[config.mk]
export PLATFORM = sky130hd
export DESIGN_NAME = scs8hd_o2bb2ai_bist_flat
export DESIGN_NICKNAME = d
export VERILOG_FILES = /design/src/rtl/scs8hd_bist_pkg.sv /design/src/rtl/scs8hd_o2bb2ai_bist_if.sv /design/src/rtl/scs8hd_bist_misr.sv /design/src/rtl/scs8hd_o2bb2ai_bist.sv /design/src/flat_wrapper.sv
export SDC_FILE = /design/constraint.sdc
export NUM_CORES = 1
export LEC_CHECK = 0
export CAP_MARGIN = 10
export CORE_MARGIN = 2
export CORE_UTILIZATION = 40
export DETAILED_ROUTE_END_ITERATION = 6
export MAX_ROUTING_LAYER = met4
export SLEW_MARGIN = 40
export SYNTH_ARGS = -nofsm -noshare
export SYNTH_HDL_FRONTEND = slang
export SYNTH_HIERARCHICAL = 1
export SYNTH_SLANG_ARGS = --single-unit
[constraint.sdc]
create_clock -name CLK -period 2.2 [get_ports CLK]
set_input_delay 0.22 -clock CLK [delete_from_list [all_inputs] [get_ports CLK]]
set_output_delay 0.22 -clock CLK [all_outputs]
set_load 0.01 [all_outputs]
[src/rtl/scs8hd_bist_pkg.sv]
// Shared types and constants for the scs8hd_o2bb2ai BIST sequencer.
// MISR helpers are only used when SCS8HD_BIST_MISR_EN is defined.
package scs8hd_bist_pkg;

  typedef enum logic [1:0] {
    StIdle,
    StSettle,
    StSample,
    StDone
  } bist_state_e;

  localparam int unsigned NumVecs  = 16;
  localparam int unsigned VecW     = 4;
  localparam int unsigned CntW     = 8;
  localparam int unsigned FailW    = 5;
  localparam int unsigned MisrW    = 8;

  // Bit v is the o2bb2ai output for {A1N,A2N,B1,B2} = v.
  localparam logic [NumVecs-1:0] GoldenMask = 16'hF111;

  // Feedback taps for x^8+x^6+x^5+x^4+1, as bit indices 7,5,4,3 of the shift register.
  localparam logic [MisrW-1:0] MisrTaps = 8'hB8;

  function automatic logic golden_y(input logic [VecW-1:0] vec);
    return GoldenMask[vec];
  endfunction

  function automatic logic [MisrW-1:0] misr_next(input logic [MisrW-1:0] cur, input logic y);
    logic fb;
    fb = ^(cur & MisrTaps);
    return {cur[MisrW-2:0], fb ^ y};
  endfunction

endpackage

[src/rtl/scs8hd_o2bb2ai_bist_if.sv]
// Bundle of the cell-under-test drives, start control and result outputs of the BIST.
interface scs8hd_o2bb2ai_bist_if #(
  parameter int unsigned SIG_W = 8
);
  logic             start;
  logic             Y;
  logic             A1N;
  logic             A2N;
  logic             B1;
  logic             B2;
  logic             busy;
  logic             done;
  logic             pass;
  logic [4:0]       fail_cnt;
  logic [3:0]       first_fail_vec;
  logic             first_fail_valid;
  logic [SIG_W-1:0] signature;

  // master: the BIST sequencer itself.
  modport master (
    input  start, Y,
    output A1N, A2N, B1, B2, busy, done, pass, fail_cnt, first_fail_vec, first_fail_valid,
    output signature
  );

  // slave: the wrapper / cell side that starts runs and returns Y.
  modport slave (
    output start, Y,
    input  A1N, A2N, B1, B2, busy, done, pass, fail_cnt, first_fail_vec, first_fail_valid,
    input  signature
  );
endinterface

[src/rtl/scs8hd_bist_misr.sv]
// 8-bit Fibonacci MISR compacting the sampled Y stream of one BIST run.
// Only instantiated when SCS8HD_BIST_MISR_EN is defined.
module scs8hd_bist_misr
  import scs8hd_bist_pkg::*;
(
  input  logic             clk_i,
  input  logic             rst_i,
  input  logic             clear_i,
  input  logic             en_i,
  input  logic             y_i,
  output logic [MisrW-1:0] sig_o
);

  logic [MisrW-1:0] sig_q, sig_d;

  always_comb begin
    sig_d = sig_q;
    if (clear_i) begin
      sig_d = '0;
    end else if (en_i) begin
      sig_d = misr_next(sig_q, y_i);
    end
  end

  always_ff @(posedge clk_i or posedge rst_i) begin
    if (rst_i) begin
      sig_q <= '0;
    end else begin
      sig_q <= sig_d;
    end
  end

  assign sig_o = sig_q;

endmodule

[src/rtl/scs8hd_o2bb2ai_bist.sv]
// BIST sequencer: walks the o2bb2ai cell through all 16 input vectors and checks Y.
// Optional MISR signature is built when SCS8HD_BIST_MISR_EN is defined.
module scs8hd_o2bb2ai_bist
  import scs8hd_bist_pkg::*;
#(
  parameter int unsigned SETTLE_CYCLES = 2,
  parameter int unsigned SIG_W         = 8
) (
  input logic                  CLK,
  input logic                  RESET,
  scs8hd_o2bb2ai_bist_if.master bus
);

  localparam logic [CntW-1:0] SettleLast = CntW'(SETTLE_CYCLES - 1);
  localparam logic [VecW-1:0] LastVec    = VecW'(NumVecs - 1);

  bist_state_e      state_q, state_d;
  logic [VecW-1:0]  vec_q, vec_d;
  logic [CntW-1:0]  settle_cnt_q, settle_cnt_d;
  logic [FailW-1:0] fail_cnt_q, fail_cnt_d;
  logic [VecW-1:0]  first_fail_vec_q, first_fail_vec_d;
  logic             first_fail_valid_q, first_fail_valid_d;
  logic             mismatch;

  assign mismatch = bus.Y != golden_y(vec_q);

  always_comb begin
    state_d            = state_q;
    vec_d              = vec_q;
    settle_cnt_d       = settle_cnt_q;
    fail_cnt_d         = fail_cnt_q;
    first_fail_vec_d   = first_fail_vec_q;
    first_fail_valid_d = first_fail_valid_q;

    unique case (state_q)
      StIdle, StDone: begin
        if (bus.start) begin
          state_d            = StSettle;
          vec_d              = '0;
          settle_cnt_d       = '0;
          fail_cnt_d         = '0;
          first_fail_vec_d   = '0;
          first_fail_valid_d = 1'b0;
        end
      end
      StSettle: begin
        if (settle_cnt_q == SettleLast) begin
          state_d = StSample;
        end else begin
          settle_cnt_d = settle_cnt_q + 1'b1;
        end
      end
      StSample: begin
        if (mismatch) begin
          fail_cnt_d = fail_cnt_q + 1'b1;
          if (!first_fail_valid_q) begin
            first_fail_vec_d   = vec_q;
            first_fail_valid_d = 1'b1;
          end
        end
        if (vec_q == LastVec) begin
          state_d = StDone;
        end else begin
          state_d      = StSettle;
          vec_d        = vec_q + 1'b1;
          settle_cnt_d = '0;
        end
      end
      default: state_d = StIdle;
    endcase
  end

  always_ff @(posedge CLK or posedge RESET) begin
    if (RESET) begin
      state_q            <= StIdle;
      vec_q              <= '0;
      settle_cnt_q       <= '0;
      fail_cnt_q         <= '0;
      first_fail_vec_q   <= '0;
      first_fail_valid_q <= 1'b0;
    end else begin
      state_q            <= state_d;
      vec_q              <= vec_d;
      settle_cnt_q       <= settle_cnt_d;
      fail_cnt_q         <= fail_cnt_d;
      first_fail_vec_q   <= first_fail_vec_d;
      first_fail_valid_q <= first_fail_valid_d;
    end
  end

  // The vector register doubles as the registered drive to the cell.
  assign bus.A1N              = vec_q[3];
  assign bus.A2N              = vec_q[2];
  assign bus.B1               = vec_q[1];
  assign bus.B2               = vec_q[0];
  assign bus.busy             = (state_q == StSettle) || (state_q == StSample);
  assign bus.done             = (state_q == StDone);
  assign bus.pass             = (state_q == StDone) && (fail_cnt_q == '0);
  assign bus.fail_cnt         = fail_cnt_q;
  assign bus.first_fail_vec   = first_fail_vec_q;
  assign bus.first_fail_valid = first_fail_valid_q;

`ifdef SCS8HD_BIST_MISR_EN
  logic             misr_clear;
  logic             misr_en;
  logic [MisrW-1:0] misr_sig;

  assign misr_clear = ((state_q == StIdle) || (state_q == StDone)) && bus.start;
  assign misr_en    = (state_q == StSample);

  scs8hd_bist_misr u_misr (
    .clk_i   (CLK),
    .rst_i   (RESET),
    .clear_i (misr_clear),
    .en_i    (misr_en),
    .y_i     (bus.Y),
    .sig_o   (misr_sig)
  );

  assign bus.signature = SIG_W'(misr_sig);
`else
  assign bus.signature = '0;
`endif

endmodule

[src/flat_wrapper.sv]
// flat-port wrapper written by rule: the top's interface ports become plain ports
module scs8hd_o2bb2ai_bist_flat import scs8hd_bist_pkg::*;
#(
  parameter int unsigned SETTLE_CYCLES = 2,
  parameter int unsigned SIG_W         = 8
)
  (CLK, RESET, bus_start, bus_Y, bus_A1N, bus_A2N, bus_B1, bus_B2, bus_busy, bus_done, bus_pass, bus_fail_cnt, bus_first_fail_vec, bus_first_fail_valid, bus_signature);
  scs8hd_o2bb2ai_bist_if #(.SIG_W(SIG_W)) bus_i ();
  input logic CLK;
  input logic RESET;
  input wire logic [$bits(bus_i.start)-1:0] bus_start;
  input wire logic [$bits(bus_i.Y)-1:0] bus_Y;
  output wire logic [$bits(bus_i.A1N)-1:0] bus_A1N;
  output wire logic [$bits(bus_i.A2N)-1:0] bus_A2N;
  output wire logic [$bits(bus_i.B1)-1:0] bus_B1;
  output wire logic [$bits(bus_i.B2)-1:0] bus_B2;
  output wire logic [$bits(bus_i.busy)-1:0] bus_busy;
  output wire logic [$bits(bus_i.done)-1:0] bus_done;
  output wire logic [$bits(bus_i.pass)-1:0] bus_pass;
  output wire logic [$bits(bus_i.fail_cnt)-1:0] bus_fail_cnt;
  output wire logic [$bits(bus_i.first_fail_vec)-1:0] bus_first_fail_vec;
  output wire logic [$bits(bus_i.first_fail_valid)-1:0] bus_first_fail_valid;
  output wire logic [$bits(bus_i.signature)-1:0] bus_signature;
  assign bus_i.start = bus_start;
  assign bus_i.Y = bus_Y;
  assign bus_A1N = bus_i.A1N;
  assign bus_A2N = bus_i.A2N;
  assign bus_B1 = bus_i.B1;
  assign bus_B2 = bus_i.B2;
  assign bus_busy = bus_i.busy;
  assign bus_done = bus_i.done;
  assign bus_pass = bus_i.pass;
  assign bus_fail_cnt = bus_i.fail_cnt;
  assign bus_first_fail_vec = bus_i.first_fail_vec;
  assign bus_first_fail_valid = bus_i.first_fail_valid;
  assign bus_signature = bus_i.signature;
  scs8hd_o2bb2ai_bist #(.SETTLE_CYCLES(SETTLE_CYCLES), .SIG_W(SIG_W)) u_core (.CLK(CLK), .RESET(RESET), .bus(bus_i));
endmodule
-- After elaboration in Yosys (flattened, before gate mapping)
Memories as Yosys holds them, arrays and structs flattened.
Index checks and enable logic that the tools add are counted.
- bits in registers: 24
- memory bits (read-only): 16
- bits of input ports: 4
- output and inout bits: 25
- logic and storage cells: 55
- memories kept: 1
- add/sub/neg operators: 3
- $lt $le $gt $ge: 1
- equal/unequal tests: 12
- multiplexer cells: 21
- reduce and logical (&&, ||, !) cells: 11
- memories (memory ; words ; width ; read ports ; clocked after memory_dff ; write ports ; RTL line ; text):
    (no name shown) ; 16 ; 1 ; 1 ; 0 ; 0 ; scs8hd_bist_pkg.sv:25 ; return GoldenMask[vec];
- operator list (operator ; count):
    2-to-1 mux 8 bit ; 3
    case mux 8 bit (3 select lines) ; 1
    2-to-1 mux 4 bit ; 4
    case mux 4 bit (2 select lines) ; 2
    2-to-1 mux 5 bit ; 2
    case mux 5 bit (2 select lines) ; 1
    AND reduction 3 bit ; 3
    adder 8 x 1 -> 8 bit, second input constant ; 1
    == test 8 x 1 -> 1 bit, second input constant ; 1
    inequality test 2 bit, second input constant ; 4
    2-to-1 mux 2 bit ; 3
    case mux 2 bit (3 select lines) ; 1
    adder 5 x 1 -> 5 bit, second input constant ; 1
    logical NOT 5 bit ; 1
    less-than comparator 4 x 5 -> 1 bit, second input constant ; 1
    adder 4 x 1 -> 4 bit, second input constant ; 1
    == test 2 bit, second input constant ; 2
    == test 4 bit, second input constant ; 1
    inequality test 2 x 1 -> 1 bit, second input constant ; 2
    AND reduction 4 bit ; 1
    2-to-1 mux 1 bit ; 3
    == test 2 x 1 -> 1 bit, second input constant ; 1
    logical NOT 2 bit ; 1
    case mux 1 bit (2 select lines) ; 1
    6 further kinds ; 6

-- Depth between registers and ports, before layout
Gate-level depths: netlist of run 1.
- depth after elaboration: 5
- depth in mapped cells: 7

-- Worst setup path after synthesis of run 1
Ideal clock, no wire load.
- kind: register to register
- start: reg u_core.state_q[0]
- end: reg u_core.settle_cnt_q[7]
- library setup time: 0.077 ns
- arrival: 1.708 ns
- required time: 2.123 ns
- setup slack: 0.415 ns
- cell stages (with the launch flop): 7
- buffers on the path: 0
- cell sequence: dfrtp_1 -> inv_1 -> ha_1 -> nand2b_1 -> nand4_1 -> or4_1 -> a21oi_1
- longest elaborated chain between the ends: 4
- ends and longest elaborated chain (element ; RTL line ; text):
    start, declared ; scs8hd_o2bb2ai_bist.sv:17 ; bist_state_e state_q, state_d;
    start signal, assigned ; scs8hd_o2bb2ai_bist.sv:75 ; state_q <= StIdle;
    start signal, assigned ; scs8hd_o2bb2ai_bist.sv:82 ; state_q <= state_d;
    == test 2 bit or logical NOT 2 bit (tied branches) ; scs8hd_o2bb2ai_bist.sv:35 ; unique case (state_q)
    OR reduction 2 bit ; scs8hd_o2bb2ai_bist.sv:35 ;
    inequality test 2 bit (no line) ; n/a ;
    AND reduction 3 bit (no line) ; n/a ;
    end signal, assigned ; scs8hd_o2bb2ai_bist.sv:84 ; settle_cnt_q <= settle_cnt_d;
    end, declared ; scs8hd_o2bb2ai_bist.sv:19 ; logic [CntW-1:0] settle_cnt_q, settle_cnt_d;
Parallel ways exist; a longest one is shown, timed or not.
A chain may end at the register's enable or synchronous reset.

-- Worst setup path in the final report of run 1
- start: reg u_core.state_q[0]
- end: reg u_core.settle_cnt_q[3]
The elaborated chain is that of the path after synthesis.

==> metrics.yaml, run 1 <==
status: "completed"
mostFrequentLayoutCell: "dfrtp_1"
vias: 1307
cp-start-kind: "register"
final_cells: 237
rows: 22
core_area_um2: 3630
first_iter_violations: 44
grt_pass1_wl_mm: 5.62
path_class: "register to register"
ctsResizeCount: 0
synth_seq_cells: 24
drc: 0
fin_crit_ns: 1.99
die_h_um: 65.3
synth-edff-count: 0
ys.flop_type: "dfrtp_1"
clock_latency_ns: 0.27
antenna_found_initial: 0
avgViaCountPerCell: 5.51
p_leak_nw: 0.740
hold_viol: 0
totalNegativeSetupSlack_ns: 0
top_layer: "met4"
ir_drop_mv: 0.562
ys_seq_area_frac: 0.400
grt_max_degree: 25
preCtsSetupSlack_ns: 0.233
fillers: 350
grt_pass1_vias: 1202
end_kind: "register"
wl_met3_um: 122
grt-ovfl-total: 0
wl_met1_mm: 1.54
finalPower_mw: 1.67
antennaDiodeCount: 0
synthCells: 167
grt_use_total: 0.174
cp.required_ns: 2.39
htreeDepth: 1
drv_slew: 0
tritoncts: "yes"
async_flop_share: 1.00
clock_sinks: 24
ant_nets: 0
syn_to_final_growth_pct: 18.3
p_per_area_nw_per_um2: 937
root_buffer: "clkbuf_8"
place_hpwl_mm: 2.34
hold_path_class: "input pin to asynchronous set/reset pin"
layout_setup_ws_ns: 0.214
fmax_ghz: 0.504
setup_viol: 0
holdBufCountCts: 0
gp_congestion: 0.827
maxCapViolCount: 0
nNetsFinal: 205
post-route-period-util: 0.903
skew_ns: 0.00298
post_cts_buffers: 0
yosys_warnings: 6
cts_buffer_depth: 2
firstDrtPassIters: 4
fp.dieW_um: 65.3
dieArea_um2: 4260
drt_wl_total_mm: 3.20
syn_area_um2: 1500
syn_avg_cell_area_um2: 8.99
place_inst: 234
wl_met2_mm: 1.51
clk_pin_slew_ns: 0.08
final_cell_mix: "dfrtp_1 (24), nand2_1 (21), clkdlybuf4s50_1 (20), inv_1 (14), ha_1 (10)"
cts_buffers: 3
drive_gt1_frac: 0.0688
num_io_pins: 29
rsz0062_at_grt: "false"
io_buffers: 20
initial_core_util: 0.413
wl_per_cell_um: 13.5
synth_cell_types: 36
path_max_fanout: 6
arrival_ns: 2.17
==> power by group <==
part	leakage, nW	switching (mW)	internal [mW]	total [mW]
Sequential	0.329	0.0707	0.498	0.568
Combinational	0.389	0.512	0.321	0.832
Clock	0.0216	0.142	0.123	0.265
Total	0.740	0.724	0.941	1.67
==> final timing paths <==
| check | depth (start not counted) | slack, ns | from | end |
|---|---|---|---|---|
| max | 6 | 0.21 | u_core/state_q[0] | u_core/settle_cnt_q[3] |
| min in group CLK | 2 | 0.54 | u_core/bus.first_fail_vec[2] | u_core/bus.first_fail_vec[2] |
| max in group asynchronous | 3 | 1.67 | RESET | u_core/settle_cnt_q[1] |
| min reg2reg | 2 | 0.54 | u_core/bus.first_fail_vec[2] | u_core/bus.first_fail_vec[2] |
| min | 3 | 0.29 | RESET | u_core/bus.fail_cnt[4] |
| max reg2reg | 6 | 0.21 | u_core/state_q[0] | u_core/settle_cnt_q[3] |
==> registers in the layout, indices dropped and copies added, names as in the netlist <==
| register | count |
|---|---|
| u_core/bus.fail_cnt | 5 |
| u_core/bus.first_fail_valid | 1 |
| u_core/bus.first_fail_vec | 4 |
| u_core/settle_cnt_q | 8 |
| u_core/state_q | 2 |
| u_core/vec_q | 4 |
==> final cells by class <==
cell class	instances	area [µm²]	share of cell area
timing repair buffer	24	230	0.130
sequential	24	601	0.338
clock buffer	3	41.3	0.0232
inverter	14	52.6	0.0296
multi-input combinational	124	792	0.446
tap	48	60.1	0.0338
==> synth_stat cells, drive strengths merged, types with 2 or more instances <==
cell type / count / area [µm²]
a21oi: 10 / 53.8
a31o: 2 / 17.5
buf: 9 / 71.3
clkbuf: 3 / 11.3
dfrtp: 24 / 601
ha: 10 / 125
inv: 14 / 52.6
nand2: 21 / 78.8
nand3: 9 / 45.0
nand4: 8 / 50.1
nor2: 4 / 15.0
nor2b: 2 / 12.5
nor3: 3 / 15.0
o211ai: 6 / 45.0
o21a: 2 / 15.0
o21ai: 7 / 35.0
o22ai: 3 / 18.8
o31ai: 6 / 45.0
o41ai: 2 / 17.5
or4: 8 / 60.1
==> metrics by stage <==
stage	hold WS [ns]	cell area [µm²]	utilization
2_1_floorplan	0.235	1530	-
3_3_place_gp	0.513	1740	0.478
3_5_place_dp	0.525	1740	0.478
4_1_cts	0.311	1780	0.489
5_1_grt	0.342	1780	0.489
6_report	0.294	1780	0.489
==> critical path, cell delays in order (launching register included) <==
cell and delay [ns]:
dfrtp_1 0.41, inv_1 0.08, ha_1 0.34, nand2b_1 0.18
nand4_1 0.24, or4_1 0.47, a21oi_1 0.18
==> layer usage <==
layer	GRT usage	up-vias
met3	0.0308	4
met5	-	-
met1	0.238	629
met4	0.0495	0
li1	-	639
met2	0.265	35
==> kinds of logic (layout without fill, tap and decap cells) <==
group                    Yosys count  in the layout  synth area share
AO/OA/AOI/OAI                     41             41             0.182
AND/OR/NAND/NOR                   61             61             0.216
other                              1              8           0.00250
multiplexers                       2              2            0.0142
buffers and inverters             26             41            0.0900
adder cells (fa/ha/maj)           10             10            0.0833
XOR/XNOR                           2              2            0.0117
flip-flops                        24             24             0.400
(Power assumes the default switching activity.)
==> run 2, diff against run 1 <==
- CORE_UTILIZATION: 40 -> 50
- PLACE_DENSITY: unset -> 0.77
==> run 2 against run 1 <==
Net effect: hold slack worse by 0.078 ns; die area down 19%; combinational power up 0.6%; register-to-register slack about the same; the flow now finishes with violations (design-rule violations); maximum frequency down 1.9%; largest power group unchanged; sequential share of layout area up 0.51 points; non-clock buffer count unchanged; sequential power about the same.
==> metrics.yaml, run 2 (synthesized netlist as in run 1, its figures left out) <==
cp-start-kind: "register"  # unchanged
hold_viol: 0  # unchanged
ctsResizeCount: 0  # unchanged
crit_buf_inv: 2  # was 1
cp_cell_sequence: "inv_1, ha_1, nand2_1, nor4_1, clkdlybuf4s50_1"  # was inv_1, ha_1, nand2b_1, nand4_1, or4_1, a21oi_1
hold_path_class: "input pin to asynchronous set/reset pin"  # unchanged
holdBufCountCts: 0  # unchanged
drive_gt1_frac: 0.0737  # was 0.0688
num_io_pins: 29  # unchanged
first_iter_violations: 44  # unchanged
antennaDiodeCount: 0  # unchanged
core_area_um2: 2810  # was 3630 µm²
initial_core_util: 0.535  # was 0.413
top_register: "u_core/settle_cnt_q"  # unchanged
critPathTopFamily: "buffers and inverters"  # was simple AND/OR/NAND/NOR gates
layout_setup_ws_ns: 0.175  # was 0.214 ns
drt_wl_total_mm: 3.23  # was 3.20 mm
htreeDepth: 1  # unchanged
nNetsFinal: 205  # unchanged
grt_max_degree: 25  # unchanged
firstDrtPassIters: 6  # was 4
cts_buffers: 3  # unchanged
critPathLaunch: "u_core/bus.fail_cnt[0]"  # was u_core/state_q[0]
grt_pass1_vias: 1147  # was 1202
syn_to_final_growth_pct: 16.6  # was 18.3%
post-route-period-util: 0.920  # was 0.903
r2r_cells: 6  # unchanged
rsz0062_at_grt: "false"  # unchanged
die_h_um: 58.8  # was 65.3 µm
p_leak_nw: 0.740  # about the same
cts_buffer_depth: 2  # unchanged
antenna_found_initial: 0  # unchanged
grt_use_total: 0.202  # was 0.174
totalNegativeSetupSlack_ns: 0  # unchanged
skew_ns: 0.0122  # was 0.00298 ns
root_buffer: "clkbuf_4"  # was clkbuf_8
place_hpwl_mm: 2.37  # was 2.34 mm
ant_nets: 0  # unchanged
drv_slew: 0  # unchanged
grt_pass1_wl_mm: 5.19  # was 5.62 mm
status: "complete, but fails checks"  # was completed
dieArea_um2: 3460  # was 4260 µm²
grt-ovfl-total: 0  # unchanged
preCtsSetupSlack_ns: 0.205  # was 0.233 ns
crit_slowest_cell: "clkdlybuf4s50_1"  # was or4_1
violations: "design-rule violations"
end_kind: "primary output"  # was register
clk_pin_slew_ns: 0.14  # was 0.08 ns
post_cts_buffers: 0  # unchanged
fp.dieW_um: 58.8  # was 65.3 µm
crit_path_max_incr_delay_ns: 0.57  # was 0.47 ns
r2r_end: "u_core/settle_cnt_q[7]"  # was u_core/settle_cnt_q[3]
fillers: 241  # was 350
path_max_fanout: 5  # was 6
setup_viol: 0  # unchanged
tritoncts: "yes"  # unchanged
clock_sinks: 24  # unchanged
avgViaCountPerCell: 5.85  # was 5.51
final_cell_mix: "dfrtp_1 (24), nand2_1 (21), clkdlybuf4s50_1 (20), inv_1 (14), ha_1 (10)"  # unchanged
arrival_ns: 1.80  # was 2.17 ns
rows: 19  # was 22
drc: 5  # was 0
maxCapViolCount: 0  # unchanged
largest_reg_flops: 8  # unchanged
p_per_area_nw_per_um2: 938  # was 937 nW/µm²
path_class: "register to primary output"  # was register to register
clock_latency_ns: 0.32  # was 0.27 ns
worstReg2RegStart: "u_core/state_q[0]"  # unchanged
cp.depth: 5  # was 6
wl_per_cell_um: 14.6  # was 13.5 µm
gp_congestion: 0.813  # was 0.827
ir_drop_mv: 0.717  # was 0.562 mV
reg2reg_slack_ns: 0.21  # about the same
io_buffers: 20  # unchanged
mostFrequentLayoutCell: "dfrtp_1"  # unchanged
vias: 1293  # was 1307
fmax_ghz: 0.494  # was 0.504 GHz
cp.required_ns: 1.98  # was 2.39 ns
fin_crit_ns: 2.02  # was 1.99 ns
## run 2: cell types whose count changed in the layout (fill, tap and decap cells not counted), sizes merged
cell    delta
clkbuf     +1
## run 2: report_power, final
| part | internal, mW | switching, mW |
|---|---|---|
| clock network | 0.101 | 0.138 |
| logic | 0.320 | 0.517 |
| registers | 0.498 | 0.0678 |
| total | 0.919 | 0.723 |
## run 2: cell type report
cell class                 count  area (µm²)  area share
timing repair buffer          24         230       0.132
sequential                    24         601       0.343
multi-input combinational    124         792       0.452
inverter                      14        52.6      0.0300
clock buffer                   4        36.3      0.0207
tap                           31        38.8      0.0222
## run 2: layer usage
layer,GRT usage,wire length (µm),up-vias,share of wire
met5,-,0,-,0
met1,0.270,1510,618,0.47
li1,-,-,642,-
met2,0.321,1580,29,0.49
met4,0.0617,33,0,0.010
met3,0.0264,107,4,0.033
## run 2: worst register-to-register path, delay by kind of cell, from the launching register on
kind | cells | cell delay (ns)
compound gates | 1 | 0.15
fa+ha+maj | 1 | 0.34
buf+inv | 1 | 0.08
flops | 1 | 0.42
simple gates | 3 | 0.95
## run 2: how the worst max path moves through the flow
stage	endpoint	slack [ns]
4_1_cts	bus_pass	0.16
2_1_floorplan	u_core/settle_cnt_q[7]	0.41
6_report	bus_pass	0.18
3_3_place_gp	u_core/settle_cnt_q[7]	0.32
3_5_place_dp	u_core/settle_cnt_q[7]	0.21
5_1_grt	bus_pass	0.05
## run 2: per-stage QoR
| step | cells | cell area, µm² | total power [mW] | utilization | hold WS (ns) |
|---|---|---|---|---|---|
| 3_3_place_gp | 217 | 1710 | 1.37 | 0.611 | 0.512 |
| 3_5_place_dp | 217 | 1710 | 1.41 | 0.611 | 0.542 |
| 6_report | 221 | 1750 | 1.64 | 0.624 | 0.216 |
| 4_1_cts | 221 | 1750 | 1.65 | 0.624 | 0.229 |
| 2_1_floorplan | 174 | 1530 | 1.13 | - | 0.235 |
| 5_1_grt | 221 | 1750 | 1.77 | 0.624 | 0.245 |
